### src/rtl/sram_req_seq.sv
// Fabric-side request sequencer in front of the SRAM interface stage: turns
// single/burst read/write requests into one access per cycle and returns read data via a FIFO.
module sram_req_seq #(
    parameter int RD_LAT    = 2,
    parameter int RSP_DEPTH = 4
) (
    input  logic        clk,
    input  logic        rst_n,
    input  logic [2:0]  cfg_conf,
    input  logic        cfg_out_reg,
    input  logic        req_valid,
    output logic        req_ready,
    input  logic        req_we,
    input  logic [13:0] req_addr,
    input  logic [3:0]  req_len,
    input  logic        wd_valid,
    output logic        wd_ready,
    input  logic [31:0] wd_data,
    output logic        rsp_valid,
    input  logic        rsp_ready,
    output logic [31:0] rsp_data,
    output logic        rsp_last,
    output logic        csb,
    output logic        web,
    output logic [13:0] addr,
    output logic [2:0]  conf,
    output logic        out_reg,
    output logic [31:0] d_fabric_in,
    input  logic [31:0] d_fabric_out,
    output logic        busy
);

    // Every channel (req, wd, rsp) transfers exactly on a clock edge where
    // valid & ready are both high; valid never depends on ready.

    localparam int PD   = RD_LAT + 1;
    localparam int PW   = (RSP_DEPTH > 1) ? $clog2(RSP_DEPTH) : 1;
    localparam int CNTW = PW + 1;
    localparam int CW   = PW + 2;

    typedef enum logic [1:0] {IDLE, WR, RD} state_t;

    state_t          state, state_d;
    logic [13:0]     cur;
    logic [3:0]      cnt, len_q;
    logic [2:0]      conf_q;
    logic            out_reg_q;
    logic [31:0]     d_in_q;
    logic [PD-1:0]   pipe_v, pipe_l, pipe_v_d, pipe_l_d;
    logic [31:0]     fifo_d [RSP_DEPTH];
    logic            fifo_l [RSP_DEPTH];
    logic [PW-1:0]   wr_ptr, rd_ptr;
    logic [CNTW-1:0] fifo_cnt;
    logic [CW-1:0]   inflight_cnt;
    logic            accept, wr_fire, rd_fire, last_beat, credit_ok, push, pop;

    always_comb begin
        inflight_cnt = '0;
        for (int i = 0; i < PD; i++) inflight_cnt = inflight_cnt + CW'(pipe_v[i]);
    end

    // A read may issue only if its response is guaranteed a FIFO slot.
    assign credit_ok = ({1'b0, fifo_cnt} + inflight_cnt) < CW'(RSP_DEPTH);

    always_comb begin
        state_d   = state;
        req_ready = 1'b0;
        wd_ready  = 1'b0;
        wr_fire   = 1'b0;
        rd_fire   = 1'b0;
        last_beat = (cnt == len_q);
        case (state)
            IDLE: begin
                req_ready = rst_n && ((cfg_out_reg == out_reg_q) || (inflight_cnt == '0));
                if (req_valid && req_ready) state_d = req_we ? WR : RD;
            end
            WR: begin
                wd_ready = 1'b1;
                wr_fire  = wd_valid;
                if (wr_fire && last_beat) state_d = IDLE;
            end
            RD: begin
                rd_fire = credit_ok;
                if (rd_fire && last_beat) state_d = IDLE;
            end
            default: state_d = IDLE;
        endcase
    end

    assign accept      = req_valid && req_ready;
    assign csb         = ~(wr_fire | rd_fire);
    assign web         = ~wr_fire;
    assign addr        = cur;
    assign conf        = conf_q;
    assign out_reg     = out_reg_q;
    assign d_fabric_in = wr_fire ? wd_data : d_in_q;

    // Beats enter one stage later when out_reg=0 so all exit from the same tap.
    always_comb begin
        pipe_v_d = {pipe_v[PD-2:0], 1'b0};
        pipe_l_d = {pipe_l[PD-2:0], 1'b0};
        if (rd_fire) begin
            if (out_reg_q) begin
                pipe_v_d[0] = 1'b1;
                pipe_l_d[0] = last_beat;
            end else begin
                pipe_v_d[1] = 1'b1;
                pipe_l_d[1] = last_beat;
            end
        end
    end

    assign push      = pipe_v[PD-1];
    assign rsp_valid = (fifo_cnt != '0);
    assign pop       = rsp_valid && rsp_ready;
    assign rsp_data  = fifo_d[rd_ptr];
    assign rsp_last  = fifo_l[rd_ptr];
    assign busy      = (state != IDLE) || (inflight_cnt != '0) || rsp_valid;

    always_ff @(posedge clk or negedge rst_n) begin
        if (!rst_n) begin
            state     <= IDLE;
            cur       <= '0;
            cnt       <= '0;
            len_q     <= '0;
            conf_q    <= '0;
            out_reg_q <= 1'b0;
            d_in_q    <= '0;
            pipe_v    <= '0;
            pipe_l    <= '0;
            wr_ptr    <= '0;
            rd_ptr    <= '0;
            fifo_cnt  <= '0;
        end else begin
            state  <= state_d;
            pipe_v <= pipe_v_d;
            pipe_l <= pipe_l_d;
            if (accept) begin
                cur       <= req_addr;
                len_q     <= req_len;
                conf_q    <= cfg_conf;
                out_reg_q <= cfg_out_reg;
                cnt       <= '0;
            end else if (wr_fire || rd_fire) begin
                cur <= cur + 14'd1;
                cnt <= cnt + 4'd1;
            end
            if (wr_fire) d_in_q <= wd_data;
            if (push) wr_ptr <= wr_ptr + PW'(1);
            if (pop) rd_ptr <= rd_ptr + PW'(1);
            fifo_cnt <= fifo_cnt + CNTW'(push) - CNTW'(pop);
        end
    end

    always_ff @(posedge clk) begin
        if (push) begin
            fifo_d[wr_ptr] <= d_fabric_out;
            fifo_l[wr_ptr] <= pipe_l[PD-1];
        end
    end

endmodule
### config.mk
export PLATFORM = sky130hd
export DESIGN_NAME = sram_req_seq
export DESIGN_NICKNAME = d
export VERILOG_FILES = /design/src/rtl/sram_req_seq.sv
export SDC_FILE = /design/constraint.sdc
export NUM_CORES = 1
export LEC_CHECK = 0
export ABC_CLOCK_PERIOD_IN_PS = 3200
export CAP_MARGIN = 40
export CORE_ASPECT_RATIO = 0.5
export CORE_MARGIN = 5
export CORE_UTILIZATION = 50
export CTS_CLUSTER_SIZE = 30
export DETAILED_ROUTE_END_ITERATION = 7
export PLACE_DENSITY = 0.82
export SLEW_MARGIN = 0
export SYNTH_ARGS = -nofsm -noshare
export SYNTH_HDL_FRONTEND = slang
export SYNTH_SLANG_ARGS = --single-unit
export TNS_END_PERCENT = 50
### constraint.sdc
create_clock -name clk -period 3.2 [get_ports clk]
set_clock_uncertainty 0.2 [all_clocks]
set_input_delay 0.8 -clock clk [delete_from_list [all_inputs] [get_ports clk]]
set_output_delay 0.8 -clock clk [all_outputs]
set_load 0.05 [all_outputs]
# Word level (Yosys, flattened, before mapping)
# Memories as Yosys holds them, arrays and structs flattened.
# Index checks and enable logic that the tools add are counted.
# totals
regBits,73
ram_bits,132
output_inout_bits,89
elab_cells,73
memories,2
# mem_list
memory,words,word_bits,read_ports,rd_ports_with_merged_regs,write_ports,line,text
fifo_d,4,32,1,0,1,50,logic [31:0] fifo_d [RSP_DEPTH];
fifo_l,4,1,1,0,1,51,logic fifo_l [RSP_DEPTH];
# op_classes
add_sub_neg,9
order_cmp,1
eq_ne,7
mux,22
n_bitwise,3
n_reduce_logical,17
# ops
operator,n
$mux 32,1
$mux 14,2
$add 14x1->14 const B,1
$mux 2,6
$mux 1,10
$mux 4,2
$logic_and 1x1->1,6
$ne 2x2->1 const B,3
$pmux 2 s3,1
$add 2x1->2 const B,2
$add 3x3->4,1
$add 4x1->4 const B,1
$eq 4x4->1,1
$logic_not 4->1,1
$logic_or 1x1->1,4
$lt 4x3->1 const B,1
$reduce_bool 2->1,2
$reduce_bool 4->1,1
$add 2x1->3,1
$add 3x1->3,1
$reduce_and 3->1,1
$reduce_bool 3->1,1
$sub 3x1->3,1
$add 1x1->2,1
6 further kinds,7

# Logic depth before layout (Yosys ltp)
# logic_depth
word_depth,8
ltp_mapped,10

# Worst setup path before layout
# No wires, ideal clock.
# synth_timing
kind,input -> output
from,input port wd_valid
to,output port d_fabric_in[22]
arrival_ps,2178
required_ps,2200
setup_slack_ps,22
path_stages,3
path_buffers,1
path_cell_list,nand3b_2 > clkbuf_1 > mux2_2
# synth_via
elab_chain_cells,2
# synth_rtl
element,line,text
from (decl),16,"input logic wd_valid,"
$mux 1,72,case (state)
$mux 32,--,
to (decl),28,"output logic [31:0] d_fabric_in,"
# No other way between the ends.

# Worst setup path after layout
# layout_timing
from,register pipe_v[0]
to,output port busy
# layout_via
elab_chain_cells,5
# layout_rtl
element,line,text
from (decl),49,"logic [PD-1:0] pipe_v, pipe_l, pipe_v_d, pipe_l_d;"
from (signal assigned),136,pipe_v <= pipe_v_d;
$add 1x1->2,59,for (int i = 0; i < PD; i++) inflight_cnt = inflight_cnt + CW'(pipe_v[i]);
$add 2x1->3,59,
$reduce_bool 4->1,118,assign busy = (state != IDLE) || (inflight_cnt != '0) || rsp_valid;
$logic_or 1x1->1 (2 in a row),118,
to (decl),30,output logic busy
# No other way between the ends.

==> impl_metrics.toml <==
[setup_path]
critPathRequiredTime_ns = 2.20
crit_fanout = 4
crit_type = "reg2out"
cp-startpoint = "pipe_v[0]$_DFF_PN0_"
arrival_ns = 2.16
crit_path_end_kind = "output pin"
r2r_cells = 9
cp-start-kind = "register"
r2r_start = "pipe_v[1]$_DFF_PN0_"

[pwr]
p_sw_share_pct = 39.3
seqPwrFrac_pct = 29.2
switchingPower_mw = 5.08
p_comb_share_pct = 54.1
ir_drop_uv = 840
p_clk_share_pct = 16.7
p_leak_nw = 4.40
finalPower_mw = 12.9
power.density_nw_per_um2 = 1120
internal-power_mw = 7.85

[clock_network]
cts_tree = "built"
clk_pin_slew_ns = 0.06
clockBufferDepth = 3
cts_num_sinks = 205
clock_latency_ns = 0.47
clk_root_buffer_cell = "clkbuf_16"
cts_hold_buffers = 0
cts_htree_levels = 1
cts_made_buffers = 19

[routing]
dr.pass1.iters = 4
route.antenna.remaining_nets = 0
drt_wl_total_mm = 17.4
vias_per_cell = 5.46
drt_iter0_drc = 321
wl_per_cell_um = 19.9
vias = 4764
drc = 0

[grt]
grtUsageMet1_pct = 23.4
use_met2_pct = 33.3
grt_pass1_wl_mm = 28.1
use_met3_pct = 4.41
grt_max_degree = 47
antenna_found_initial = 0
grtUsageTotal_pct = 18.7
grt_pass1_vias = 5163
grt-ovfl-total = 0
grt.busiest_layer = "met2"

[floorplanning]
ios = 181
rows = 32
chipWidth_um = 190
core_um2 = 15600
die_area_um2 = 19000
start_util_pct = 51.8
die_h_um = 99.9

[sta]
setup_viol = 0
drv_slew = 0
whs_ns = 0.155
finalCriticalPeriod_ns = 3.16
worst_pin_slew_ns = 0.775
clock.fmax_ghz = 0.316
finalHoldViolations = 0
fin_tns_setup_ns = 0
period_share_pct = 98.8
max_slew_margin_pct = 47.9
rsz0062_at_grt = "true"

[synth]
synthCells = 461
yosysSeqAreaShare_pct = 71.7
synthesis.nets = 564
syn-cell-area_um2 = 8080
synth_cell_types = 45
synth-edff-count = 132
syn_area_per_cell_um2 = 17.5
yosys_warnings = 0
ys.flop_type = "edfxtp_1"
synthArstFlopShare_pct = 35.6
synth-seq-cells = 205

[min_path]
hp-class = "in2async"

[final_layout]
drive_above_1_share_pct = 28.1
top_register = "fifo_d"
num-nets-final = 760
n_antenna_cell = 0
fillerInstances = 924
area.growth.synth_to_final_pct = 42.6
largest_reg_flops = 128

[placement]
dpl.hpwl_mm = 11.9
io_buffers = 180
place_congestion = 0.802

[run_status]
status = "completed"

[run]
cap_violations = 0
final timing paths:
path | endpoint | slack, ns
setup / recovery | busy | 0.04
hold / removal | out_reg$_DFFE_PN0P_ | 0.16
setup reg to reg | addr[11]$_DFFE_PN0P_ | 0.54
hold reg to reg | pipe_l[2]$_DFF_PN0_ | 0.17
max in group asynchronous | rd_ptr[0]$_DFFE_PN0P_ | 2.12
min in group clk | pipe_l[2]$_DFF_PN0_ | 0.17
logic make-up (layout without fill, tap and decap cells):
family                   Yosys count  after routing  share of synthesized area [%]
multiplexers                      68             68                           14.0
AND/OR/NAND/NOR                   96             96                           6.24
adder cells (fa/ha/maj)           11             11                           1.89
flip-flops                       205            205                           71.7
XOR/XNOR                          11             11                           1.19
AO/OA/AOI/OAI                     35             35                           3.14
buffers and inverters             35            243                           1.84
synthesized netlist by cell type, types with 4 or more instances:
library cell | count | share of area (%)
edfxtp_1 | 132 | 49
dfrtp_1 | 73 | 23
nand2_1 | 37 | 1.7
mux2_2 | 33 | 4.6
mux4_2 | 33 | 9.2
inv_1 | 14 | 0.65
nor2_1 | 12 | 0.56
ha_1 | 9 | 1.4
xor2_1 | 9 | 0.98
a31oi_1 | 8 | 0.62
buf_2 | 8 | 0.50
clkbuf_1 | 8 | 0.37
or4_1 | 8 | 0.74
and2_1 | 7 | 0.54
nand3_1 | 7 | 0.43
o31ai_1 | 6 | 0.56
or3_1 | 6 | 0.46
o21ai_0 | 5 | 0.31
buf_1 | 4 | 0.19
cell usage in the layout, fill, tap and decap left out, types with 4 or more instances in the layout:
cell,instances
a31oi_1,8
nor2_1,12
xor2_1,9
nand2_1,37
clkbuf_16,19
buf_12,73
mux4_2,33
inv_1,14
or3_1,6
dfrtp_1,71
nand3_1,7
o21ai_0,5
clkdlybuf4s50_1,109
and2_2,4
or4_1,7
mux2_2,32
o31ai_1,6
ha_1,9
edfxtp_1,132
buf_4,12
clkinv_1,6
worst max-delay path, stage by stage (launching register included):
cell     delay, ns
dfrtp_1       0.33
inv_1         0.05
fa_1          0.55
nand2_1       0.14
or4_4         0.45
buf_6         0.17
power by group through the flow:
stage               Clock, mW  Sequential [mW]  Combinational [mW]
floorplan                   0             4.09                3.47
global placement            0             3.80                6.88
detailed placement          0             3.83                7.00
CTS                      2.21             3.78                7.05
global route             2.32             3.85                7.29
finish                   2.16             3.78                6.99
per-layer routing:
layer,vias to the layer above,wire [um]
met5,-,0
met4,0,355
met3,25,919
met2,129,9270
met1,2439,6810
li1,2171,-
per-stage QoR:
step	instance area, um^2	utilization [%]	worst slack [ns]	cells
finish	11500	73.8	0.0395	873
global route	11500	73.8	-0.0265	873
CTS	11500	73.7	0.0173	873
detailed placement	10900	69.8	0.0550	839
global placement	10800	69.3	0.0701	835
floorplan	8080	-	0.0222	461
final cells by class:
cell class              count  area (um^2)  share of cell area, %
repair buffers            196         2670                   23.1
multi-input cells         221         2170                   18.8
inverters                  14         52.6                  0.456
clock inverters            11          101                  0.879
flip-flops and latches    205         5790                   50.3
clock buffers              22          487                   4.22
well taps                 204          255                   2.21
what timing repair did:
item / in CTS / in global routing
setup endpoints to repair: 2 / 4
gates resized for setup: 3 / 3
buffers inserted: 1 / 0
Note: power is estimated with default switching activity, not from simulation.
